$ cat src/rtl/vga_timing_gen.sv
// Parametrised VGA raster timing generator: pixel-rate enable, h/v counters,
// programmable-polarity syncs, pixel coordinates, line/frame strobes and frame count.
module vga_timing_gen #(
  parameter int unsigned CLK_DIV    = 4,
  parameter int unsigned H_ACTIVE   = 640,
  parameter int unsigned H_FP       = 16,
  parameter int unsigned H_SYNC     = 96,
  parameter int unsigned H_BP       = 48,
  parameter int unsigned V_ACTIVE   = 480,
  parameter int unsigned V_FP       = 10,
  parameter int unsigned V_SYNC     = 2,
  parameter int unsigned V_BP       = 33,
  parameter bit          H_POL      = 1'b0,
  parameter bit          V_POL      = 1'b0,
  parameter int unsigned X_BITS     = 11,
  parameter int unsigned Y_BITS     = 10,
  parameter int unsigned FRAME_BITS = 16
) (
  input  logic                  clk,
  input  logic                  reset,
  output logic                  pix_en,
  output logic                  h_sync,
  output logic                  v_sync,
  output logic [X_BITS-1:0]     x,
  output logic [Y_BITS-1:0]     y,
  output logic                  active,
  output logic                  line_start,
  output logic                  frame_start,
  output logic [FRAME_BITS-1:0] frame_count
);

  localparam int unsigned H_TOTAL  = H_ACTIVE + H_FP + H_SYNC + H_BP;
  localparam int unsigned V_TOTAL  = V_ACTIVE + V_FP + V_SYNC + V_BP;
  localparam int unsigned HS_START = H_ACTIVE + H_FP;
  localparam int unsigned HS_END   = H_ACTIVE + H_FP + H_SYNC;
  localparam int unsigned VS_START = V_ACTIVE + V_FP;
  localparam int unsigned VS_END   = V_ACTIVE + V_FP + V_SYNC;
  localparam int unsigned DIV_BITS = (CLK_DIV > 1) ? $clog2(CLK_DIV) : 1;

  logic [DIV_BITS-1:0] div, div_n;
  logic [X_BITS-1:0]   h, h_n;
  logic [Y_BITS-1:0]   v, v_n;
  logic                tick, h_wrap, v_wrap, line_n, frame_n;
  logic                hs_on, vs_on, act_n;

  // Counters advance on the divider terminal count itself rather than the
  // registered pix_en, so CLK_DIV=1 steps every clock straight out of reset.
  always_comb begin
    tick    = (div == DIV_BITS'(CLK_DIV - 1));
    h_wrap  = (h == X_BITS'(H_TOTAL - 1));
    v_wrap  = (v == Y_BITS'(V_TOTAL - 1));
    line_n  = tick && h_wrap;
    frame_n = line_n && v_wrap;
    div_n   = tick ? '0 : div + DIV_BITS'(1);
    h_n     = h;
    v_n     = v;
    if (tick)   h_n = h_wrap ? '0 : h + X_BITS'(1);
    if (line_n) v_n = v_wrap ? '0 : v + Y_BITS'(1);
    hs_on   = (h_n >= X_BITS'(HS_START)) && (h_n < X_BITS'(HS_END));
    vs_on   = (v_n >= Y_BITS'(VS_START)) && (v_n < Y_BITS'(VS_END));
    act_n   = (h_n < X_BITS'(H_ACTIVE)) && (v_n < Y_BITS'(V_ACTIVE));
  end

  // Outputs are decoded from the next counter values so they always describe
  // the (h,v) the counters hold after the same edge.
  always_ff @(posedge clk) begin
    if (reset) begin
      div         <= '0;
      h           <= '0;
      v           <= '0;
      pix_en      <= 1'b0;
      h_sync      <= ~H_POL;
      v_sync      <= ~V_POL;
      x           <= '0;
      y           <= '0;
      active      <= 1'b1;
      line_start  <= 1'b0;
      frame_start <= 1'b0;
      frame_count <= '0;
    end else begin
      div         <= div_n;
      h           <= h_n;
      v           <= v_n;
      pix_en      <= (div_n == DIV_BITS'(CLK_DIV - 1));
      h_sync      <= hs_on ? H_POL : ~H_POL;
      v_sync      <= vs_on ? V_POL : ~V_POL;
      x           <= act_n ? h_n : '0;
      y           <= act_n ? v_n : '0;
      active      <= act_n;
      line_start  <= line_n;
      frame_start <= frame_n;
      if (frame_n) frame_count <= frame_count + FRAME_BITS'(1);
    end
  end

endmodule

$ cat config.mk
export PLATFORM = sky130hd
export DESIGN_NAME = vga_timing_gen
export DESIGN_NICKNAME = d
export VERILOG_FILES = /design/src/rtl/vga_timing_gen.sv
export SDC_FILE = /design/constraint.sdc
export NUM_CORES = 1
export LEC_CHECK = 0
export BUFFER_PORTS_ARGS = -buffer_cell sky130_fd_sc_hd__buf_2
export CORE_ASPECT_RATIO = 0.9
export CORE_MARGIN = 8
export CORE_UTILIZATION = 43
export CTS_BUF_LIST = sky130_fd_sc_hd__clkbuf_4
export DETAILED_ROUTE_END_ITERATION = 8
export GPL_ROUTABILITY_DRIVEN = 0
export PLACE_DENSITY_LB_ADDON = 0.25
export SYNTH_ARGS = -nofsm -noshare
export SYNTH_HDL_FRONTEND = slang
export SYNTH_SLANG_ARGS = --single-unit
$ cat constraint.sdc
create_clock -name clk -period 2.8 [get_ports clk]
set_input_delay 0.14 -clock clk [delete_from_list [all_inputs] [get_ports clk]]
set_output_delay 0.14 -clock clk [all_outputs]
set_load 0.01 [all_outputs]
== After elaboration in Yosys (flattened, before gate mapping) ==
Index checks and enable logic that the tools add are counted.

* Input bits: 2
* Logic and storage cells: 40
* Register bits: 66
* Output and inout port bits: 43

* Order comparisons: 6
* Add/subtract/negate cells: 4
* Equality and inequality tests: 4
* Reduce and logical (&&, ||, !) cells: 6
* Mux-type cells: 7
* Bitwise logic cells: 1

{| class="wikitable"
|+ Operators with widths
! cell !! number
|-
| 11-bit by 10-bit < comparator with 1-bit output (second input constant) || 2
|-
| 11-bit two-way mux || 2
|-
| 10-bit by 9-bit < comparator with 1-bit output (second input constant) || 2
|-
| 10-bit two-way mux || 2
|-
| 16-bit by 1-bit adder with 16-bit output (second input constant) || 1
|-
| 11-bit by 1-bit adder with 11-bit output (second input constant) || 1
|-
| 11-bit by 10-bit equality test with 1-bit output (second input constant) || 1
|-
| 11-bit by 10-bit >= comparator with 1-bit output (second input constant) || 1
|-
| 10-bit by 1-bit adder with 10-bit output (second input constant) || 1
|-
| 10-bit equality test (second input constant) || 1
|-
| 10-bit by 9-bit >= comparator with 1-bit output (second input constant) || 1
|-
| 1-bit logical AND || 5
|-
| 2-bit equality test (second input constant) || 2
|-
| 2-bit by 1-bit adder with 2-bit output (second input constant) || 1
|-
| 1-bit two-way mux || 2
|-
| 2-bit two-way mux || 1
|-
| 2-bit OR reduction || 1
|-
| 1-bit inverter || 1
|}

== Longest topological paths before layout ==
Gate-level depths: netlist of run 1.

* Word-level depth: 7
* Depth in mapped cells: 10
* Gate-level depth less buffers: 8

== Worst setup path after synthesis of run 1 ==
Ideal clock, no wire load.

* Kind: register to register
* Start: register v[0]
* End: register y[1]
* Data required time: 2.736 ns
* Clock period less this slack: 2.532 ns
* Arrival time: 2.467 ns
* Setup time: 0.064 ns
* Path slack: 0.268 ns
* Path buffers: 2
* Stages on the path, launching flop included: 11
* Path through: dfxtp_1 > inv_1 > ha_1 > or4b_4 > or4_4 > buf_6 > o211a_2 > a221oi_4 > o311ai_4 > buf_6 > nor2_2

* Word-level cells in the longest chain between the ends: 7
* Elaborated cells between the ends (all ways): 8
* Those cells by class: 1 x add/sub; 1 x order compare; 1 x eq/ne; 2 x mux; 1 x bitwise; 2 x reduce/logical

{| class="wikitable"
|+ RTL lines
! element !! line !! source
|-
| from (decl) || 42 || <nowiki>logic [Y_BITS-1:0] v, v_n;</nowiki>
|-
| from (signal assigned) || 83 || <nowiki>v <= v_n;</nowiki>
|-
| 10-bit by 1-bit adder with 10-bit output / 10-bit equality test (equally long branches) || 58, 51 ||
|-
| 10-bit two-way mux || 58 || <nowiki>if (line_n) v_n = v_wrap ? '0 : v + Y_BITS'(1);</nowiki>
|-
| 10-bit two-way mux * || 58 ||
|-
| 10-bit by 9-bit < comparator with 1-bit output || 61 || <nowiki>act_n = (h_n < X_BITS'(H_ACTIVE)) && (v_n < Y_BITS'(V_ACTIVE));</nowiki>
|-
| 1-bit logical AND || 61 ||
|-
| 1-bit inverter (no source line) || -- ||
|-
| 2-bit OR reduction (no source line) || -- ||
|-
| to (signal assigned) || 88 || <nowiki>y <= act_n ? v_n : '0;</nowiki>
|-
| to (decl) || 25 || <nowiki>output logic [Y_BITS-1:0] y,</nowiki>
|}

Mark *: on every way between the ends. The rest lies on a longest branch, timed or not.
A chain may end at the register's enable or synchronous reset.

== Worst setup path after layout of run 1 ==
* Start: register v[0]
* End: register x[4]

* Word-level cells in the longest chain between the ends: 7
* Elaborated cells between the ends (all ways): 8
* Those cells by class: 1 x add/sub; 1 x order compare; 1 x eq/ne; 2 x mux; 1 x bitwise; 2 x reduce/logical

{| class="wikitable"
|+ RTL lines
! element !! line !! source
|-
| 10-bit by 1-bit adder with 10-bit output / 10-bit equality test (equally long branches) || 58, 51 ||
|-
| 10-bit two-way mux || 58 ||
|-
| 10-bit two-way mux * || 58 ||
|-
| 10-bit by 9-bit < comparator with 1-bit output * || 61 ||
|-
| 1-bit logical AND * || 61 ||
|-
| 1-bit inverter (no source line) * || -- ||
|-
| 2-bit OR reduction (no source line) * || -- ||
|-
| to (signal assigned) || 87 || <nowiki>x <= act_n ? h_n : '0;</nowiki>
|-
| to (decl) || 24 || <nowiki>output logic [X_BITS-1:0] x,</nowiki>
|}

Marked as above.

==> results of run 1 <==
==> stage by stage <==
stage / hold slack (ns) / utilization (%)
2_1_floorplan: 0.432 / -
3_3_place_gp: 0.444 / 50.2
3_5_place_dp: 0.449 / 50.2
4_1_cts: 0.0109 / 51.9
5_1_grt: 0.0103 / 52.6
6_report: 0.0358 / 52.6
==> cell families (layout without fill, tap and decap cells) <==
logic type	Yosys count	count (layout)	share of synthesized area, %
AO/OA/AOI/OAI	24	24	7.16
XOR/XNOR	27	27	8.56
adder cells (fa/ha/maj)	6	6	2.72
buffers and inverters	19	78	3.17
flip-flops	66	66	47.8
multiplexers	3	3	1.09
other	1	2	0.136
AND/OR/NAND/NOR	160	160	29.3
==> worst max-delay path by stage <==
stage	end	slack, ns	depth (start not counted)
6_report	x[4]	0.18	9
5_1_grt	x[4]	0.04	9
4_1_cts	y[2]	0.06	6
3_5_place_dp	y[2]	0.08	6
3_3_place_gp	x[0]	0.15	6
2_1_floorplan	y[1]	0.27	10
==> registers in the layout, indices dropped and copies added (netlist names), 2 cells and up <==
name         flops
div              2
frame_count     16
h               11
v               10
x               11
y               10
==> cells in the final DEF, fill, tap and decap left out, drive strengths merged, types with 5 or more instances in the layout <==
master / instances
dfxtp: 66
nor2: 60
buf: 59
nand2: 27
nand3: 17
xnor2: 14
nor3: 13
xor2: 13
clkbuf: 11
nand4: 8
ha: 6
and2: 6
and3: 5
o21ai: 5
nor4: 5
==> cell type report <==
class | instances | area share [%]
sequential | 66 | 40.6
tap | 87 | 3.35
inverter | 4 | 0.462
clock inverter | 4 | 0.616
timing repair buffer | 59 | 10.6
multi-input combinational | 222 | 41.8
clock buffer | 11 | 2.54
==> power groups by stage <==
stage	combinational (uW)	sequential (uW)	clock, uW
floorplan	66.8	989	0
global placement	91.6	989	0
detailed placement	92.1	989	0
CTS	92.4	967	527
global route	120	970	572
finish	107	967	506
==> timing repair <==
| item | in CTS | in global routing |
|---|---|---|
| buffers inserted | 0 | 4 |
| setup endpoints to repair | 0 | 15 |
| hold buffers | 0 | 0 |
==> per-layer routing <==
metal | vias to the layer above | global-route usage [%]
met5 | - | 0
met4 | 0 | 4.53
met3 | 4 | 5.74
met2 | 48 | 20.6
met1 | 1034 | 16.1
li1 | 1151 | -
==> worst max-delay path, stage by stage (launching register included) <==
cell and delay, ns:
dfxtp_1 0.35, inv_1 0.10, ha_1 0.14, or4b_4 0.46, or4_4 0.49, o211a_2 0.15
a221oi_4 0.29, o311ai_4 0.27, buf_4 0.22, nor2_2 0.09
==> run_results.csv, run 1 <==
group,metric,value,unit
status,outcome,"completed",
placed_design,place_area,3110,sq um
placed_design,io_buffers,44,
timing,setup_ws,0.182,ns
detailed_routing,wl_per_cell,13.1,microns
power_and_ir_drop,p_int,1200,uW
setup_path,end_kind,"register",
power_and_ir_drop,netSwitchingFraction,24.3,%
clocking,ctsResizeCount,0,
setup_path,worstSetupPathType,"reg2reg",
yosys,synthesis.area,2760,sq um
detailed_routing,drc,0,
power_and_ir_drop,pwr-share-clk,32.0,%
global_routing,grt_usage,13.3,%
clocking,clk_latency,0.40,ns
global_routing,antenna_found_initial,0,
layout,fillers,594,
floorplanning,placementRows,27,
layout,multiInputGateArea,1360,sq um
setup_path,r2r_setup_slack,0.18,ns
layout,nNetsFinal,370,
yosys,yosys.cell_count.top_type,"dfxtp_1",
yosys,syn_avg_cell_area,9.03,sq um
clocking,numCtsBuffers,9,
detailed_routing,viasPerCell,4.94,
layout,area_growth,17.7,%
timing,period_needed,2.62,ns
clocking,clockBufferDepth,2,
yosys,yosysTopAreaCellShare,47.8,%
power_and_ir_drop,total_power,1580,uW
power_and_ir_drop,p_switching,384,uW
timing,finalCritPeriodShare,93.5,%
yosys,syn_inst,306,
hold_path,hold_depth,3,
layout,regArea,1320,sq um
yosys,netlist_top_cells_count,"dfxtp_1 (66), nor2_1 (52), nand2_1 (27)",
yosys,synth_edf_count,0,
yosys,ys_seq_elements,66,
timing,final-setup-viol-count,0,
power_and_ir_drop,power_frac_seq,61.2,%
setup_path,worstPathMaxFanout,11,
timing,worstMarginPinSlew,0.575,ns
floorplanning,core_area,6180,sq um
global_routing,grt-ovfl-total,0,
timing,max_freq,0.382,GHz
yosys,ys_seq_area_share,47.8,%
floorplanning,dieHeight,92.0,microns
yosys,synth_area_leaders,"dfxtp_1 (48%), nor2_1 (7.1%), xnor2_1 (4.4%)",
detailed_routing,routed.top_layer,"met4",
power_and_ir_drop,vdd_drop_max,0.222,mV
layout,antennaDiodeCount,0,
power_and_ir_drop,leakagePower,0.00137,uW
detailed_routing,first_pass_iters,4,
detailed_routing,wl_met1,2770,microns
timing,relSlewSlack,61.6,%
global_routing,grt_pass1_vias,2088,
global_routing,grt_pass1_wl,9870,microns
setup_path,setup.worst_path.start,"v[0]",
setup_path,r2r_start,"v[0]",
hold_path,hp-start,"reset",
floorplanning,initial_core_util,44.7,%
global_routing,grt_max_degree,41,
setup_path,worstPathArrival,2.95,ns
timing,tns,0,ns
clocking,clk_pin_slew,0.10,ns
detailed_routing,wl_met3,368,microns
setup_path,cp.required,3.14,ns
clocking,clock_sinks,66,
clocking,htree_num_levels,3,
placed_design,dp_cells,434,
setup_path,rr_worst_depth,9,
floorplanning,die-area,9250,sq um
yosys,async_reset_ff_share,0,%
yosys,synth_top_flop_cell,"dfxtp_1",
floorplanning,num_io_pins,45,
yosys,yosys_warnings,0,
timing,rsz0062_at_grt,"no",
layout,final_cells,453,
timing,hold_viol_final,0,
floorplanning,die_w,100,microns
clocking,cts_tree,"yes",
run,maxCapViolCount,0,
detailed_routing,ant_nets,0,
setup_path,startpoint_type,"register",
timing,fin_worst_skew,0.0110,ns
detailed_routing,routed-wl-met2,2730,microns
yosys,synth.distinct_cells,44,
layout,postLayoutCellArea,3250,sq um
power_and_ir_drop,power_density,486,nW/um^2
hold_path,min_path_type,"in2reg",
detailed_routing,drtIter0Drc,103,
clocking,root_buffer,"clkbuf_4",
detailed_routing,wirelength,5910,microns
yosys,synth_top_cell_by_area,"dfxtp_1",
timing,finalMaxSlewViolations,0,
setup_path,r2r_end,"x[4]",
detailed_routing,vias,2237,
hold_path,hold_end,"active",
power_and_ir_drop,pwr-share-comb,6.8,%
placed_design,dp_hpwl,4250,microns
placed_design,pre_cts_ws,0.0832,ns
layout,drive_gt1_share,25.1,%
Power figures use the tool's default switching activity.
==> run 2, diff against run 1 <==
==> constraint.sdc (replaced) <==
create_clock -name clk -period 2.2 [get_ports clk]
set_input_delay 0.11 -clock clk [delete_from_list [all_inputs] [get_ports clk]]
set_output_delay 0.11 -clock clk [all_outputs]
set_load 0.01 [all_outputs]
==> run 2 against run 1 <==
Against the previous run:
- die area unchanged
- the run now ends with negative setup slack left
- global-route usage up 0.79 points
- combinational power up 61%
- non-clock buffer count up 35
- critical path depth unchanged
- critical path type unchanged
==> run_results.csv, run 2 (same netlist as run 1, synthesis figures left out) <==
group,metric,value,unit
timing,setup_ws,-0.184,ns
timing,fin_worst_skew,0.0118,ns
setup_path,rr_worst_depth,9,
layout,final_common_cell,"dfxtp_1",
detailed_routing,wl_per_cell,12.9,microns
detailed_routing,drc,0,
detailed_routing,routed.top_layer,"met4",
timing,whs,0.523,ns
detailed_routing,wirelength,6310,microns
detailed_routing,drtIter0Drc,80,
layout,top_register,"frame_count",
placed_design,pre_cts_ws,-0.197,ns
clocking,clock_sinks,66,
timing,hold_viol_final,0,
floorplanning,die-area,9250,sq um
timing,tns,-3.98,ns
power_and_ir_drop,power_density,589,nW/um^2
status,outcome,"finished, violations left",
layout,multiInputGateArea,1480,sq um
clocking,clk_latency,0.42,ns
global_routing,grt_usage,14.1,%
setup_path,r2r_setup_slack,-0.18,ns
detailed_routing,vias,2384,
timing,period_needed,2.38,ns
layout,mostFrequentLayoutCells,"dfxtp_1 (65), nor2_1 (46), buf_2 (44), buf_4 (44), nand2_1 (25)",
global_routing,grt_max_degree,41,
clocking,htree_num_levels,3,
status,violations,"negative setup slack",
setup_path,cp.required,2.55,ns
detailed_routing,first_pass_iters,4,
placed_design,io_buffers,44,
setup_path,crit_chain,"inv_2, ha_1, or4b_4, or4_4, o211a_4, a221oi_4, o311ai_4, buf_6, nor2_2",
power_and_ir_drop,total_power,2170,uW
detailed_routing,wl_met3,302,microns
layout,antennaDiodeCount,0,
timing,finalMaxSlewViolations,0,
layout,nNetsFinal,405,
hold_path,min_path_type,"reg2reg",
detailed_routing,viasPerCell,4.88,
timing,rsz0062_at_grt,"yes",
floorplanning,num_io_pins,45,
hold_path,hold_depth,1,
floorplanning,placementRows,27,
detailed_routing,wl_met1,2850,microns
clocking,numCtsBuffers,9,
clocking,root_buffer,"clkbuf_4",
run,maxCapViolCount,0,
power_and_ir_drop,vdd_drop_max,0.359,mV
timing,max_freq,0.419,GHz
layout,area_growth,33.3,%
setup_path,worstSetupPathType,"reg2reg",
detailed_routing,routed-wl-met2,2980,microns
setup_path,crit_cells,9,
setup_path,max_stage_delay,0.47,ns
layout,top_regs,"frame_count (16), h (11), x (11)",
setup_path,r2r_end,"y[1]",
floorplanning,core_area,6180,sq um
setup_path,cp.buffers_inverters,2,
clocking,cts_tree,"yes",
detailed_routing,ant_nets,0,
clocking,clk_pin_slew,0.09,ns
setup_path,slowest_stage,"or4b_4",
global_routing,grt-ovfl-total,0,
hold_path,hold_end,"y[5]",
layout,regArea,1320,sq um
floorplanning,dieHeight,92.0,microns
global_routing,antenna_found_initial,0,
placed_design,dp_hpwl,4480,microns
global_routing,grt_pass1_vias,2317,
timing,final-setup-viol-count,32,
setup_path,cpLargestDelayFamily,"simple AND/OR/NAND/NOR gates",
setup_path,worstPathArrival,2.74,ns
power_and_ir_drop,leakagePower,0.00159,uW
timing,finalCritPeriodShare,108,%
layout,drive_gt1_share,36.8,%
setup_path,r2r_start,"v[0]",
layout,largest_reg_flops,16,
layout,fillers,550,
setup_path,startpoint_type,"register",
clocking,clockBufferDepth,2,
setup_path,end_kind,"register",
global_routing,grt_pass1_wl,10400,microns
setup_path,worstPathMaxFanout,8,
floorplanning,initial_core_util,44.7,%
hold_path,hp-start,"v[8]",
floorplanning,die_w,100,microns
run 2: changes by cell type in the layout (fill, tap and decap cells not counted), sizes merged:
cell,before,now
buf,59,93
bufinv,0,1
clkbuf,11,12
clkinv,4,3
dlygate4sd3,0,1
run 2: worst max path at each step:
stage / slack [ns] / startpoint / endpoint
global placement: -0.12 / v[0] / y[7]
finish: -0.18 / v[0] / y[1]
floorplan: -0.23 / v[0] / y[6]
CTS: -0.18 / v[0] / x[2]
global route: -0.28 / v[0] / y[1]
detailed placement: -0.20 / v[0] / frame_count[14]
run 2: worst reg2reg max path, delay by kind of cell, from the launching register on:
kind / cells / cell delay (ns)
buffers and inverters: 2 / 0.25
AO/OA/AOI/OAI: 3 / 0.61
AND/OR/NAND/NOR: 3 / 1.01
adder cells (fa/ha/maj): 1 / 0.12
flip-flops: 1 / 0.33
run 2: stage by stage:
| stage | cell area, sq um | util, % | instances |
|---|---|---|---|
| 2_1_floorplan | 2780 | - | 307 |
| 3_3_place_gp | 3370 | 54.5 | 468 |
| 3_5_place_dp | 3370 | 54.5 | 468 |
| 4_1_cts | 3580 | 58.0 | 486 |
| 5_1_grt | 3680 | 59.6 | 489 |
| 6_report | 3680 | 59.6 | 489 |
run 2: repair_timing:
action / CTS / global route
pin swaps: 6 / 9
hold buffers: 1 / 0
setup endpoints to repair: 35 / 37
cloned: 0 / 1
gates resized for setup: 15 / 20
hold endpoints to repair: 1 / 0
setup buffers: 1 / 2
run 2: final cells by class:
type | count | area share, %
multi-input cells | 222 | 40.3
well taps | 87 | 2.96
clock buffers | 12 | 2.45
flip-flops and latches | 66 | 35.9
inverters | 4 | 0.408
repair buffers | 94 | 16.8
clock inverters | 4 | 1.15
run 2: per-layer routing:
metal  track usage, %  vias to the layer above
li1                 -                     1218
met2             22.6                       43
met5                0                        -
met3             5.06                       15
met1             15.9                     1108
met4             7.92                        0
run 2: where the power goes:
part | switching (uW) | internal, uW
Clock | 399 | 377
Sequential | 8.61 | 1210
Combinational | 91.3 | 81.0
